File: src/rtl/i2c_pkg.sv
// i2c_pkg: shared types and constants for the I2C initiator.
// FSM states, R/W bit codes, default responder address, quarter phases.
package i2c_pkg;

  typedef enum logic [2:0] {
    ST_IDLE,
    ST_START,
    ST_TXBYTE,
    ST_TXACK,
    ST_RSTART,
    ST_RXBYTE,
    ST_RXNACK,
    ST_STOP
  } i2c_state_e;

  localparam logic I2C_RW_WRITE = 1'b0;
  localparam logic I2C_RW_READ  = 1'b1;

  localparam logic [6:0] I2C_DEF_DEV = 7'h70;

  localparam logic [1:0] Q0 = 2'd0;
  localparam logic [1:0] Q1 = 2'd1;
  localparam logic [1:0] Q2 = 2'd2;
  localparam logic [1:0] Q3 = 2'd3;

  function automatic logic [7:0] i2c_addr_byte(
    input logic [6:0] dev,
    input logic       rw
  );
    return {dev, rw};
  endfunction

endpackage

File: src/rtl/i2c_master_if.sv
// i2c_master_if: command handshake, status and open-drain pin bundle.
// master = controller view, slave = host/pin-side view.
interface i2c_master_if;
  import i2c_pkg::*;

  logic       cmd_valid;
  logic       cmd_ready;
  logic       cmd_rw;
  logic [6:0] cmd_dev;
  logic [7:0] cmd_reg;
  logic [7:0] cmd_wdata;
  logic       busy;
  logic       done;
  logic       ack_err;
  logic [7:0] rdata;
  logic       scl_o;
  logic       scl_oe;
  logic       scl_i;
  logic       sda_o;
  logic       sda_oe;
  logic       sda_i;

  modport master (
    input  cmd_valid, cmd_rw, cmd_dev,
    input  cmd_reg, cmd_wdata,
    input  scl_i, sda_i,
    output cmd_ready, busy, done,
    output ack_err, rdata,
    output scl_o, scl_oe, sda_o, sda_oe
  );

  modport slave (
    output cmd_valid, cmd_rw, cmd_dev,
    output cmd_reg, cmd_wdata,
    output scl_i, sda_i,
    input  cmd_ready, busy, done,
    input  ack_err, rdata,
    input  scl_o, scl_oe, sda_o, sda_oe
  );

endinterface

File: src/rtl/i2c_qtick.sv
// i2c_qtick: quarter-SCL-period timebase, 0..QDIV-1 with wrap tick.
// Ports: clk, rst_n, en (else held at 0), hold (freeze), tick.
module i2c_qtick #(
  parameter int QDIV = 125
) (
  input  logic clk,
  input  logic rst_n,
  input  logic en,
  input  logic hold,
  output logic tick
);
  import i2c_pkg::*;

  localparam logic [15:0] LAST = 16'(QDIV - 1);

  logic [15:0] cnt;

  assign tick = en && !hold && (cnt == LAST);

  always_ff @(posedge clk or negedge rst_n) begin
    if (!rst_n) begin
      cnt <= '0;
    end else if (!en) begin
      cnt <= '0;
    end else if (!hold) begin
      cnt <= (cnt == LAST) ? '0 : cnt + 16'd1;
    end
  end

endmodule

File: src/rtl/i2c_master.sv
// i2c_master: one register write or read per command over open-drain I2C.
// Ports: clk, rst_n, bus (cmd handshake, status, scl/sda pins).
module i2c_master #(
  parameter int QDIV = 125
) (
  input logic          clk,
  input logic          rst_n,
  i2c_master_if.master bus
);
  import i2c_pkg::*;

  i2c_state_e state;
  logic [1:0] qph;
  logic [2:0] bitcnt;
  logic [1:0] byte_sel;
  logic [7:0] shreg;
  logic       rw_q;
  logic [6:0] dev_q;
  logic [7:0] reg_q;
  logic [7:0] wdata_q;
  logic       nack_q;
  logic       busy_q;
  logic       done_q;
  logic       ack_err_q;
  logic [7:0] rdata_q;
  logic       scl_oe_q;
  logic       sda_oe_q;
  logic       tick;
  logic       hold;

  assign bus.cmd_ready = ~busy_q;
  assign bus.busy      = busy_q;
  assign bus.done      = done_q;
  assign bus.ack_err   = ack_err_q;
  assign bus.rdata     = rdata_q;
  assign bus.scl_o     = 1'b0;
  assign bus.sda_o     = 1'b0;
  assign bus.scl_oe    = scl_oe_q;
  assign bus.sda_oe    = sda_oe_q;

  // Responder stretching: SCL released but still low at Q2.
  assign hold = (qph == Q2) && !bus.scl_i &&
                (state inside {ST_TXBYTE, ST_TXACK,
                               ST_RXBYTE, ST_RXNACK});

  i2c_qtick #(
    .QDIV (QDIV)
  ) u_qtick (
    .clk   (clk),
    .rst_n (rst_n),
    .en    (busy_q),
    .hold  (hold),
    .tick  (tick)
  );

  always_ff @(posedge clk or negedge rst_n) begin
    if (!rst_n) begin
      state     <= ST_IDLE;
      qph       <= Q0;
      bitcnt    <= 3'd7;
      byte_sel  <= 2'd0;
      shreg     <= '0;
      rw_q      <= I2C_RW_WRITE;
      dev_q     <= '0;
      reg_q     <= '0;
      wdata_q   <= '0;
      nack_q    <= 1'b0;
      busy_q    <= 1'b0;
      done_q    <= 1'b0;
      ack_err_q <= 1'b0;
      rdata_q   <= '0;
      scl_oe_q  <= 1'b0;
      sda_oe_q  <= 1'b0;
    end else begin
      done_q <= 1'b0;
      if (!busy_q) begin
        if (bus.cmd_valid) begin
          rw_q      <= bus.cmd_rw;
          dev_q     <= bus.cmd_dev;
          reg_q     <= bus.cmd_reg;
          wdata_q   <= bus.cmd_wdata;
          shreg     <= i2c_addr_byte(bus.cmd_dev,
                                     I2C_RW_WRITE);
          byte_sel  <= 2'd0;
          bitcnt    <= 3'd7;
          qph       <= Q0;
          ack_err_q <= 1'b0;
          busy_q    <= 1'b1;
          state     <= ST_START;
        end
      end else if (tick) begin
        qph <= qph + 2'd1;
        unique case (state)
          ST_START: begin
            unique case (qph)
              Q0: begin
                scl_oe_q <= 1'b0;
                sda_oe_q <= 1'b0;
              end
              Q1: sda_oe_q <= 1'b1;
              Q2: ;
              Q3: begin
                scl_oe_q <= 1'b1;
                state    <= ST_TXBYTE;
              end
            endcase
          end
          ST_TXBYTE: begin
            unique case (qph)
              Q0: sda_oe_q <= ~shreg[7];
              Q1: scl_oe_q <= 1'b0;
              Q2: ;
              Q3: begin
                scl_oe_q <= 1'b1;
                shreg    <= {shreg[6:0], 1'b0};
                bitcnt   <= bitcnt - 3'd1;
                if (bitcnt == 3'd0)
                  state <= ST_TXACK;
              end
            endcase
          end
          ST_TXACK: begin
            unique case (qph)
              Q0: sda_oe_q <= 1'b0;
              Q1: scl_oe_q <= 1'b0;
              Q2: nack_q   <= bus.sda_i;
              Q3: begin
                scl_oe_q <= 1'b1;
                if (nack_q) begin
                  ack_err_q <= 1'b1;
                  state     <= ST_STOP;
                end else begin
                  // byte_sel: 0 dev+W, 1 reg, 2 wdata, 3 dev+R
                  unique case (byte_sel)
                    2'd0: begin
                      shreg    <= reg_q;
                      byte_sel <= 2'd1;
                      state    <= ST_TXBYTE;
                    end
                    2'd1: begin
                      if (rw_q == I2C_RW_READ) begin
                        state <= ST_RSTART;
                      end else begin
                        shreg    <= wdata_q;
                        byte_sel <= 2'd2;
                        state    <= ST_TXBYTE;
                      end
                    end
                    2'd2: state <= ST_STOP;
                    2'd3: state <= ST_RXBYTE;
                  endcase
                end
              end
            endcase
          end
          ST_RSTART: begin
            unique case (qph)
              Q0: sda_oe_q <= 1'b0;
              Q1: scl_oe_q <= 1'b0;
              Q2: sda_oe_q <= 1'b1;
              Q3: begin
                scl_oe_q <= 1'b1;
                shreg    <= i2c_addr_byte(dev_q,
                                          I2C_RW_READ);
                byte_sel <= 2'd3;
                state    <= ST_TXBYTE;
              end
            endcase
          end
          ST_RXBYTE: begin
            unique case (qph)
              Q0: sda_oe_q <= 1'b0;
              Q1: scl_oe_q <= 1'b0;
              Q2: shreg    <= {shreg[6:0], bus.sda_i};
              Q3: begin
                scl_oe_q <= 1'b1;
                bitcnt   <= bitcnt - 3'd1;
                if (bitcnt == 3'd0) begin
                  rdata_q <= shreg;
                  state   <= ST_RXNACK;
                end
              end
            endcase
          end
          ST_RXNACK: begin
            unique case (qph)
              Q0: sda_oe_q <= 1'b0;
              Q1: scl_oe_q <= 1'b0;
              Q2: ;
              Q3: begin
                scl_oe_q <= 1'b1;
                state    <= ST_STOP;
              end
            endcase
          end
          ST_STOP: begin
            unique case (qph)
              Q0: sda_oe_q <= 1'b1;
              Q1: scl_oe_q <= 1'b0;
              Q2: sda_oe_q <= 1'b0;
              Q3: begin
                done_q <= 1'b1;
                busy_q <= 1'b0;
                state  <= ST_IDLE;
              end
            endcase
          end
          default: state <= ST_IDLE;
        endcase
      end
    end
  end

endmodule

File: src/flat_wrapper.sv
// flat-port wrapper written by rule: the top's interface ports become plain ports
module i2c_master_flat import i2c_pkg::*;
#(
  parameter int QDIV = 125
)
  (clk, rst_n, bus_cmd_valid, bus_cmd_rw, bus_cmd_dev, bus_cmd_reg, bus_cmd_wdata, bus_scl_i, bus_sda_i, bus_cmd_ready, bus_busy, bus_done, bus_ack_err, bus_rdata, bus_scl_o, bus_scl_oe, bus_sda_o, bus_sda_oe);
  i2c_master_if bus_i ();
  input logic clk;
  input logic rst_n;
  input wire logic [$bits(bus_i.cmd_valid)-1:0] bus_cmd_valid;
  input wire logic [$bits(bus_i.cmd_rw)-1:0] bus_cmd_rw;
  input wire logic [$bits(bus_i.cmd_dev)-1:0] bus_cmd_dev;
  input wire logic [$bits(bus_i.cmd_reg)-1:0] bus_cmd_reg;
  input wire logic [$bits(bus_i.cmd_wdata)-1:0] bus_cmd_wdata;
  input wire logic [$bits(bus_i.scl_i)-1:0] bus_scl_i;
  input wire logic [$bits(bus_i.sda_i)-1:0] bus_sda_i;
  output wire logic [$bits(bus_i.cmd_ready)-1:0] bus_cmd_ready;
  output wire logic [$bits(bus_i.busy)-1:0] bus_busy;
  output wire logic [$bits(bus_i.done)-1:0] bus_done;
  output wire logic [$bits(bus_i.ack_err)-1:0] bus_ack_err;
  output wire logic [$bits(bus_i.rdata)-1:0] bus_rdata;
  output wire logic [$bits(bus_i.scl_o)-1:0] bus_scl_o;
  output wire logic [$bits(bus_i.scl_oe)-1:0] bus_scl_oe;
  output wire logic [$bits(bus_i.sda_o)-1:0] bus_sda_o;
  output wire logic [$bits(bus_i.sda_oe)-1:0] bus_sda_oe;
  assign bus_i.cmd_valid = bus_cmd_valid;
  assign bus_i.cmd_rw = bus_cmd_rw;
  assign bus_i.cmd_dev = bus_cmd_dev;
  assign bus_i.cmd_reg = bus_cmd_reg;
  assign bus_i.cmd_wdata = bus_cmd_wdata;
  assign bus_i.scl_i = bus_scl_i;
  assign bus_i.sda_i = bus_sda_i;
  assign bus_cmd_ready = bus_i.cmd_ready;
  assign bus_busy = bus_i.busy;
  assign bus_done = bus_i.done;
  assign bus_ack_err = bus_i.ack_err;
  assign bus_rdata = bus_i.rdata;
  assign bus_scl_o = bus_i.scl_o;
  assign bus_scl_oe = bus_i.scl_oe;
  assign bus_sda_o = bus_i.sda_o;
  assign bus_sda_oe = bus_i.sda_oe;
  i2c_master #(.QDIV(QDIV)) u_core (.clk(clk), .rst_n(rst_n), .bus(bus_i));
endmodule
File: config.mk
export PLATFORM = sky130hd
export DESIGN_NAME = i2c_master_flat
export DESIGN_NICKNAME = d
export VERILOG_FILES = /design/src/rtl/i2c_pkg.sv /design/src/rtl/i2c_master_if.sv /design/src/rtl/i2c_qtick.sv /design/src/rtl/i2c_master.sv /design/src/flat_wrapper.sv
export SDC_FILE = /design/constraint.sdc
export NUM_CORES = 1
export LEC_CHECK = 0
export CELL_PAD_IN_SITES_DETAIL_PLACEMENT = 1
export CELL_PAD_IN_SITES_GLOBAL_PLACEMENT = 2
export CORE_MARGIN = 10
export CORE_UTILIZATION = 38
export DETAILED_ROUTE_END_ITERATION = 7
export GPL_ROUTABILITY_DRIVEN = 1
export GPL_TIMING_DRIVEN = 0
export HOLD_SLACK_MARGIN = 0.05
export PLACE_DENSITY = 0.93
export SYNTH_ARGS = -nofsm -noshare
export SYNTH_HDL_FRONTEND = slang
export SYNTH_SLANG_ARGS = --single-unit
File: constraint.sdc
create_clock -name clk -period 4.7 [get_ports clk]
set_input_delay 0.94 -clock clk [delete_from_list [all_inputs] [get_ports clk]]
set_output_delay 0.94 -clock clk [all_outputs]
set_load 0.01 [all_outputs]
## Word-level counts from Yosys, hierarchy flattened

Cells that the tools add are included.

- Bitwise logic cells: 2
- $add $sub $neg: 3
- Multiplexer cells: 70
- Reduce and logical (&&, ||, !) cells: 28
- Eq/ne operators: 43

Operator list:

| kind | count |
|---|---|
| 2-to-1 mux 8 bit | 9 |
| 2-to-1 mux 3 bit | 18 |
| 2-to-1 mux 16 bit | 3 |
| inequality test 3 bit, second input constant | 12 |
| one-hot mux 8 bit (4 select lines) | 1 |
| AND reduction 10 bit | 2 |
| 2-to-1 mux 1 bit | 18 |
| 2-to-1 mux 2 bit | 9 |
| one-hot mux 3 bit (6 select lines) | 1 |
| adder 16 x 1 -> 16 bit, second input constant | 1 |
| equality test 16 x 7 -> 1 bit, second input constant | 1 |
| one-hot mux 8 bit (2 select lines) | 1 |
| AND reduction 8 bit | 2 |
| inequality test 3 x 1 -> 1 bit, second input constant | 5 |
| inequality test 2 bit, second input constant | 7 |
| equality test 3 bit, second input constant | 4 |
| one-hot mux 3 bit (4 select lines) | 1 |
| one-hot mux 1 bit (2 select lines) | 5 |
| AND reduction 5 bit | 2 |
| equality test 2 bit, second input constant | 4 |
| inequality test 4 bit, second input constant | 2 |
| one-hot mux 2 bit (2 select lines) | 2 |
| AND reduction 4 bit | 2 |
| equality test 3 x 2 -> 1 bit, second input constant | 2 |
| other kinds (22) | 32 |

- Logic and storage cells: 163
- Bits in registers: 72
- Input port bits: 29
- Output and inout port bits: 16

## Logic depth before layout (Yosys ltp)

- Word-level depth: 8
- Gate-level depth with buffers: 9
- Depth with buffers taken out: 7

## Cells and area by module

A second synthesis with hierarchy kept.

- Cells, all modules: 425
- Area, all modules: 4050.1 um^2

Modules (own cells, without submodules):

| module | sequential area each (um^2) | instances | cells an instance | area an instance (um^2) |
|---|---|---|---|---|
| i2c_master | 1405.1 | 1 | 314 | 3044.2 |
| i2c_qtick | 400.4 | 1 | 111 | 1006.0 |

## Worst setup path before layout

OpenSTA, ideal clock, no wires.

- Path kind: register -> register
- Start point: reg u_core.u_qtick.cnt[0]
- End point: reg u_core.rdata_q[0], in the netlist u_core.bus.rdata[0]
- Period minus slack after synthesis: 2413 ps
- Required time: 4575 ps
- Cell stages (with the launch flop): 8
- Data arrival time: 2288 ps
- Slack: 2287 ps
- Path through: dfrtp_1 -> inv_1 -> ha_1 -> or4b_4 -> nor4_2 -> nand2_1 -> nor4_4 -> mux2_2

- Cells in the longest elaborated chain, start to end: 3

RTL lines:

| element | line | text |
|---|---|---|
| start: declaration | i2c_qtick.sv:16 | `logic [15:0] cnt;` |
| start signal: assignment | i2c_qtick.sv:26 | `cnt <= (cnt == LAST) ? '0 : cnt + 16'd1;` |
| equality test 16 x 7 -> 1 bit | i2c_qtick.sv:18 | `assign tick = en && !hold && (cnt == LAST);` |
| logical AND 1 bit | i2c_qtick.sv:18 |  |
| AND reduction 5 bit (no source line) | n/a |  |
| end signal: assignment | i2c_master.sv:179 | `rdata_q <= shreg;` |
| end: declaration | i2c_master.sv:25 | `logic [7:0] rdata_q;` |

Every way passes these cells.
A chain may end at the register's enable or synchronous reset.

## Worst setup path after layout

- Start point: in bus_scl_i
- End point: reg u_core.u_qtick.cnt[9]

- Cells in the longest elaborated chain, start to end: 4

RTL lines:

| element | line | text |
|---|---|---|
| start: declaration | flat_wrapper.sv:15 | `input wire logic [$bits(bus_i.scl_i)-1:0] bus_scl_i;` |
| logical NOT 1 bit | i2c_master.sv:42 | `assign hold = (qph == Q2) && !bus.scl_i &&` |
| logical AND 1 bit (2 in series) | i2c_master.sv:42 |  |
| inequality test 2 bit (no source line) | n/a |  |

Every way passes these cells.

==> results.md <==
* Total CTS buffers at 9
* Layout fillers at 1196
* Top cells by area, synth: dfrtp_1 44%, nand2_1 9.3%, mux2_2 4.6%, a21oi_1 3.1%, o21ai_0 2.8%
* CTS clk-pin slew, worst paths at about 0.080 ns
* Setup bufs post-CTS at 0
* Global-route wire length before repair at 19200 um
* Initial antenna violation count at 0
* Mapped cell area at slightly below 4000 sq um
* Post-route clock period utilization at 63.0%
* Final #Nets at 523
* Worst slew pin tran at 0.777 ns
* Combinational Power Share at 19.2%
* Via Count at approximately 3.4k
* Status: completed
* Fin Setup TNS at 0 ns
* PortBufs at 42
* Switching portion of total power at 31.6%
* Final Skew at between 0.015 and 0.02 ns
* Slew HR at 47.8%
* Synth warn at 0
* Sequential share of the synthesized area at a little under half
* Most frequent cell after synthesis: nand2_1
* Peak supply drop at 0.146 mV
* LEAKAGE at 2.11 nW
* Worst-path maximum fanout at 10
* Die ar. at 14800 sq um
* Synth cell count leaders: 97 x nand2_1, 69 x dfrtp_1, 24 x a21oi_1
* First DRT Iteration DRCs at 138
* Internal power at 0.00107 W
* DRT Wirelength at roughly 11000 um
* #FFs+latches synth at 72
* FF-to-FF path depth at 7
* Die Span X at between 100 and 150 um
* Hold crit path type: flip-flop to flip-flop
* Row count at 37
* Clk pwr share at 32.3%
* CTS Sinks at 72
* Cell count after synthesis at ~430
* Pin count of the biggest net entering global routing at 45
* Post-Syn Area per Cell at around 9 sq um
* FFs w/ async S/R, synth at 100%
* Critical Path End Type: flip-flop
* Top FF cell, synth: dfrtp_1
* Proportion of layout cells with a drive suffix above 1 at 11.2%
* Clock root cell: clkbuf_8
* GRT Total Usage at between 10% and 20%
* Remaining DRCs at 0
* CTS tree: built
* Post-synth EDFFs at 0
* Initial Util at 38.5%
* Final setup fails at 0
* CP Class: primary input to flip-flop
* PwrDens at 331 nW/um^2
* Final hold vios at 0
* Max frequency at 338 MHz
* Worst Hold Path Cells at 2
* Htree depth at 3
* Sequential share of power at around half
* Distinct cells, synth at between 50 and 60
* Type of origin of the critical path: primary input
* Cts repair resizes at 0
* Placed wire-length estimate at 8390 um
* Min Hold Slack at 0.479 ns
* RSZ-0062 raised after global routing: no
* Share of Yosys cell area claimed by the top area cell type at 44.0%
* First drt pass iteration count at 4
* Final min period at 2.96 ns
* Hold Buf Count CTS at 0
* Synthesis-to-finish area growth at 20.8%
* ANT cells at 0
* Clk Latency, worst-skew pair at around 0.36 ns
* Die height at around 120 um
* Core ar. at 10200 sq um
* Data required, critical path at approximately 5.0 ns
* Vias in the first global route at 3719
* Routability cong. at 0.877
* GRT overflow at 0
* Top-level I/O count at 45
* Routed wire length per instance at 18.3 um
* Max-cap viol count at 0
* Largest area contributor in the netlist: dfrtp_1
* Switching power at between 0.0004 and 0.0005 W
* Worst Path Arrival at 3.23 ns
* Max-slew violations at 0
* Max Root-Sink Buffers at 2
* Via density at 5.44
* Routed Antenna Nets at 0
[critical path: stages]
cell and delay [ns]:
clkdlybuf4s50_1 0.48, or2b_1 0.15, a21oi_1 0.11, nor3_1 0.67
buf_2 0.35, buf_2 0.26, a21oi_1 0.09, a31oi_1 0.18
[power groups by stage]
stage	clock (W)	combinational, W	sequential, W
after global placement	0	0.000283	0.000766
after CTS	0.000511	0.000302	0.000762
after global routing	0.000540	0.000341	0.000773
after floorplan	0	0.000203	0.000750
final	0.000506	0.000300	0.000761
after detailed placement	0	0.000301	0.000773
[worst paths after layout]
kind	start	to	slack, ns
worst max-delay path	bus_scl_i	u_core.u_qtick.cnt[9]	1.74
worst min-delay path	u_core.wdata_q[4]	u_core.wdata_q[4]	0.48
worst max register to register	u_core.u_qtick.cnt[0]	u_core.bus.rdata[3]	1.91
worst min register to register	u_core.wdata_q[4]	u_core.wdata_q[4]	0.48
max in group asynchronous	rst_n	u_core.bitcnt[0]	3.58
min in group asynchronous	rst_n	u_core.u_qtick.cnt[0]	0.51
[registers in the layout (all words and copies together) (netlist names)]
name	count
u_core.bus.busy	1
u_core.wdata_q	8
u_core.bus.ack_err	1
u_core.reg_q	8
u_core.bus.sda_oe	1
u_core.nack_q	1
u_core.u_qtick.cnt	16
u_core.bus.done	1
u_core.shreg	8
u_core.bus.rdata	8
u_core.qph	2
u_core.dev_q	7
u_core.bitcnt	3
u_core.state	3
u_core.byte_sel	2
u_core.bus.scl_oe	1
u_core.rw_q	1
[cells by family after synthesis]
family	Yosys count	synth area share, %
AO/OA/AOI/OAI	109	17.9
XOR/XNOR	3	0.670
other	1	0.0956
adder cells (fa/ha/maj)	8	2.55
flip-flops	72	46.0
buffers and inverters	41	4.30
AND/OR/NAND/NOR	172	21.6
multiplexers	25	6.89
[per-layer routing]
metal	vias to the layer above	part of all wire [%]	wire length (um)	GRT usage [%]
met5	-	0	0	0
met4	0	1.8	209	5.81
met3	22	4.2	477	3.05
met2	87	48	5490	26.7
met1	1660	46	5250	20.4
li1	1635	-	-	-
[placed cells by master (no fill, tap or decap), types with 9 or more instances in the layout]
master           netlist  layout
a21oi_1               24      24
clkdlybuf4s50_1        0      41
clkbuf_1              21      21
inv_1                 13      13
mux2_2                16      16
mux2i_1                9       9
o22ai_1               10      10
dfrtp_1               69      69
o21ai_0               22      22
nand3_1               13      13
o21a_1                11      11
clkbuf_8               0      10
a31oi_1               13      13
nand2_1               97      97
nor2_1                14      14
[layout make-up]
class,instances,area (sq um),area share [%]
multi-input combinational,319,1950,41.2
clock inverter,5,57.6,1.21
buffer,27,116,2.46
tap,136,170,3.59
clock buffer,10,138,2.90
sequential,72,1810,38.1
inverter,14,52.6,1.11
timing repair buffer,43,445,9.40
[through the flow]
stage / total power, W / setup WS, ns / cells / utilization, % / area (sq um)
floorplan: 0.000953 / 2.29 / 432 / - / 3930
global placement: 0.00105 / 0.0702 / 610 / 44.4 / 4520
detailed placement: 0.00107 / 1.39 / 611 / 44.6 / 4540
CTS: 0.00158 / 1.75 / 626 / 46.5 / 4740
global route: 0.00165 / 1.63 / 626 / 46.5 / 4740
finish: 0.00157 / 1.74 / 626 / 46.5 / 4740
Note: power is estimated with default switching activity, not from simulation.
==> edit, RTL diff (same flow settings) <==
One comparison of `cnt` changes from == to >=.
--- a/src/rtl/i2c_qtick.sv
+++ b/src/rtl/i2c_qtick.sv
@@ -24,5 +24,5 @@
       cnt <= '0;
     end else if (!hold) begin
-      cnt <= (cnt == LAST) ? '0 : cnt + 16'd1;
+      cnt <= (cnt >= LAST) ? '0 : cnt + 16'd1;
     end
   end
Behaviour: same outputs for any inputs over 10 cycles, from zero or initial values and one cycle with rst_n low; that may be too few to reach the edited logic, so the function may still have changed.
==> edit against the original RTL <==
Total power fell by 2.0%. Largest cell class is now registers. Sequential cell count did not move. Largest power group unchanged. Non-clock buffer count fell by 3. Sequential share of layout area rose by 1.8 points. Cell count fell by 7.2%. Worst setup slack got worse by 0.080 ns. Area after synthesis fell by 5.6%. Critical path depth fell by 2. Highest routed layer unchanged. Critical endpoint is now u_core.shreg[0]. Final area fell by 4.4%. Routed wire length fell by 7.2%.
==> edit: results (changes against the original RTL) <==
initial antenna violation count 0 (unchanged); Seq/Total Area, Yosys 0.488 (+0.0274); top area cells in the synthesized netlist dfrtp_1, nand2_1, mux2_2; layout cell share with drive strength beyond 1 0.0951 (-0.0171); HPWL after detailed placement 7.57 mm (-9.8%); peak supply drop 0.164 mV (+12%); reg-to-reg slack, setup 1.89 ns (-0.02 ns); largest net degree at the start of global routing 73 (+62%); number of port buffers 42 (unchanged); Largest Register u_core.u_qtick.cnt; cell depth of the worst flop-to-flop path 6 (-1); post-synthesis mux area share 0.0547 (-0.0141); final worst slack 1.66 ns (-0.0799 ns); clock buffer depth 2 (unchanged); Compound-Gate Fraction of Synth Area 0.174 (-0.00490); Sw Share 0.261 (-0.0548); Total Nets Final 485 (-7.3%); commonest cells in the netlist nand2_1, dfrtp_1, a21oi_1, clkbuf_1, o21ai_0; vias in the first global route 3,365 (-9.5%); # diodes 0 (unchanged); H-tree depth 3 (unchanged); slowest stage delay, CP 0.93 ns (+0.26 ns); placed cells 566 (-7.4%); first-pass GRT wire length 17.8 mm (-7.4%); Slew HR 0.250 (-0.228); dpl ws 1.34 ns (-0.0464 ns); CP max stage cell o31ai_1; Worst Skew 0.00690 ns (-0.00901 ns); setup bufs post-CTS 0 (unchanged); adder-cell share of the synthesized area 0.0270 (+0.00152); Final GP Congestion 0.872 (-0.55%); hold crit path type register to register; Post-Syn Instances 394 (-8.6%); Arr. time, crit path 3.28 ns (+0.05 ns); Leak 2.13 nW (+0.96%); status completed; Synth Area in XOR/XNOR 0 (-0.00670); r2r startpoint u_core.state[2]; Yosys Warn Count 0 (unchanged); Setup crit end u_core.shreg[0]; iteration-0 DRC count of the detailed router 118 (-14%); final WL 10.6 mm (-7.2%); crit path max fanout 8 (-2); via-per-instance ratio 5.40 (-0.74%); GRT Total Usage 0.154 (-0.00655); Yosys cell types 55 (-3.5%); final cell count without fillers 581 (-7.2%); Root Buffer Master clkbuf_8
[edit: cell type report]
| cell class | instances | area [um^2] |
|---|---|---|
| sequential | 72 | 1810 |
| clock inverter | 5 | 104 |
| buffer | 25 | 115 |
| clock buffer | 10 | 138 |
| fill | 1100 | 4840 |
| tap | 129 | 161 |
| inverter | 11 | 41.3 |
| multi-input combinational | 287 | 1750 |
| timing repair buffer | 42 | 418 |
[edit: worst min path at each step]
stage | slack, ns | depth (start not counted) | end | start
after floorplan | 0.44 | 2 | u_core.wdata_q[0] | u_core.wdata_q[0]
after global placement | 0.46 | 2 | u_core.reg_q[0] | u_core.reg_q[0]
after global routing | 0.51 | 2 | u_core.reg_q[7] | u_core.reg_q[7]
final | 0.48 | 2 | u_core.reg_q[7] | u_core.reg_q[7]
after detailed placement | 0.46 | 2 | u_core.wdata_q[4] | u_core.wdata_q[4]
after CTS | 0.48 | 2 | u_core.wdata_q[4] | u_core.wdata_q[4]
[edit: per-stage QoR]
stage | hold slack, ns | area [um^2]
5_1_grt | 0.506 | 4530
4_1_cts | 0.483 | 4530
3_5_place_dp | 0.461 | 4290
2_1_floorplan | 0.445 | 3710
3_3_place_gp | 0.457 | 4290
6_report | 0.479 | 4530
[edit: metal layers]
layer	wire (um)	up-vias	track usage
met1	4890	1559	0.195
met3	483	19	0.0405
met5	0	-	0
met2	5010	65	0.247
met4	217	0	0.0550
li1	-	1493	-
[edit: power groups by stage]
stage / Combinational (W) / Sequential (W) / Clock [W]
final: 0.000202 / 0.000721 / 0.000613
after global routing: 0.000233 / 0.000731 / 0.000649
after CTS: 0.000204 / 0.000721 / 0.000623
after detailed placement: 0.000202 / 0.000733 / 0
after global placement: 0.000189 / 0.000729 / 0
after floorplan: 0.000129 / 0.000718 / 0
[edit: kinds of logic (layout without fill, tap and decap cells)]
kind of cell	Yosys count	count (layout)
compound gates	94	94
simple gates	164	164
other cells	1	2
mux	19	19
buf+inv	36	93
flops	72	72
fa+ha+maj	8	8
[edit: worst max-delay path: cells and delay by family]
kind | cells | cell delay (ns)
compound gates | 3 | 1.35
buf+inv | 2 | 0.51
simple gates | 1 | 0.47
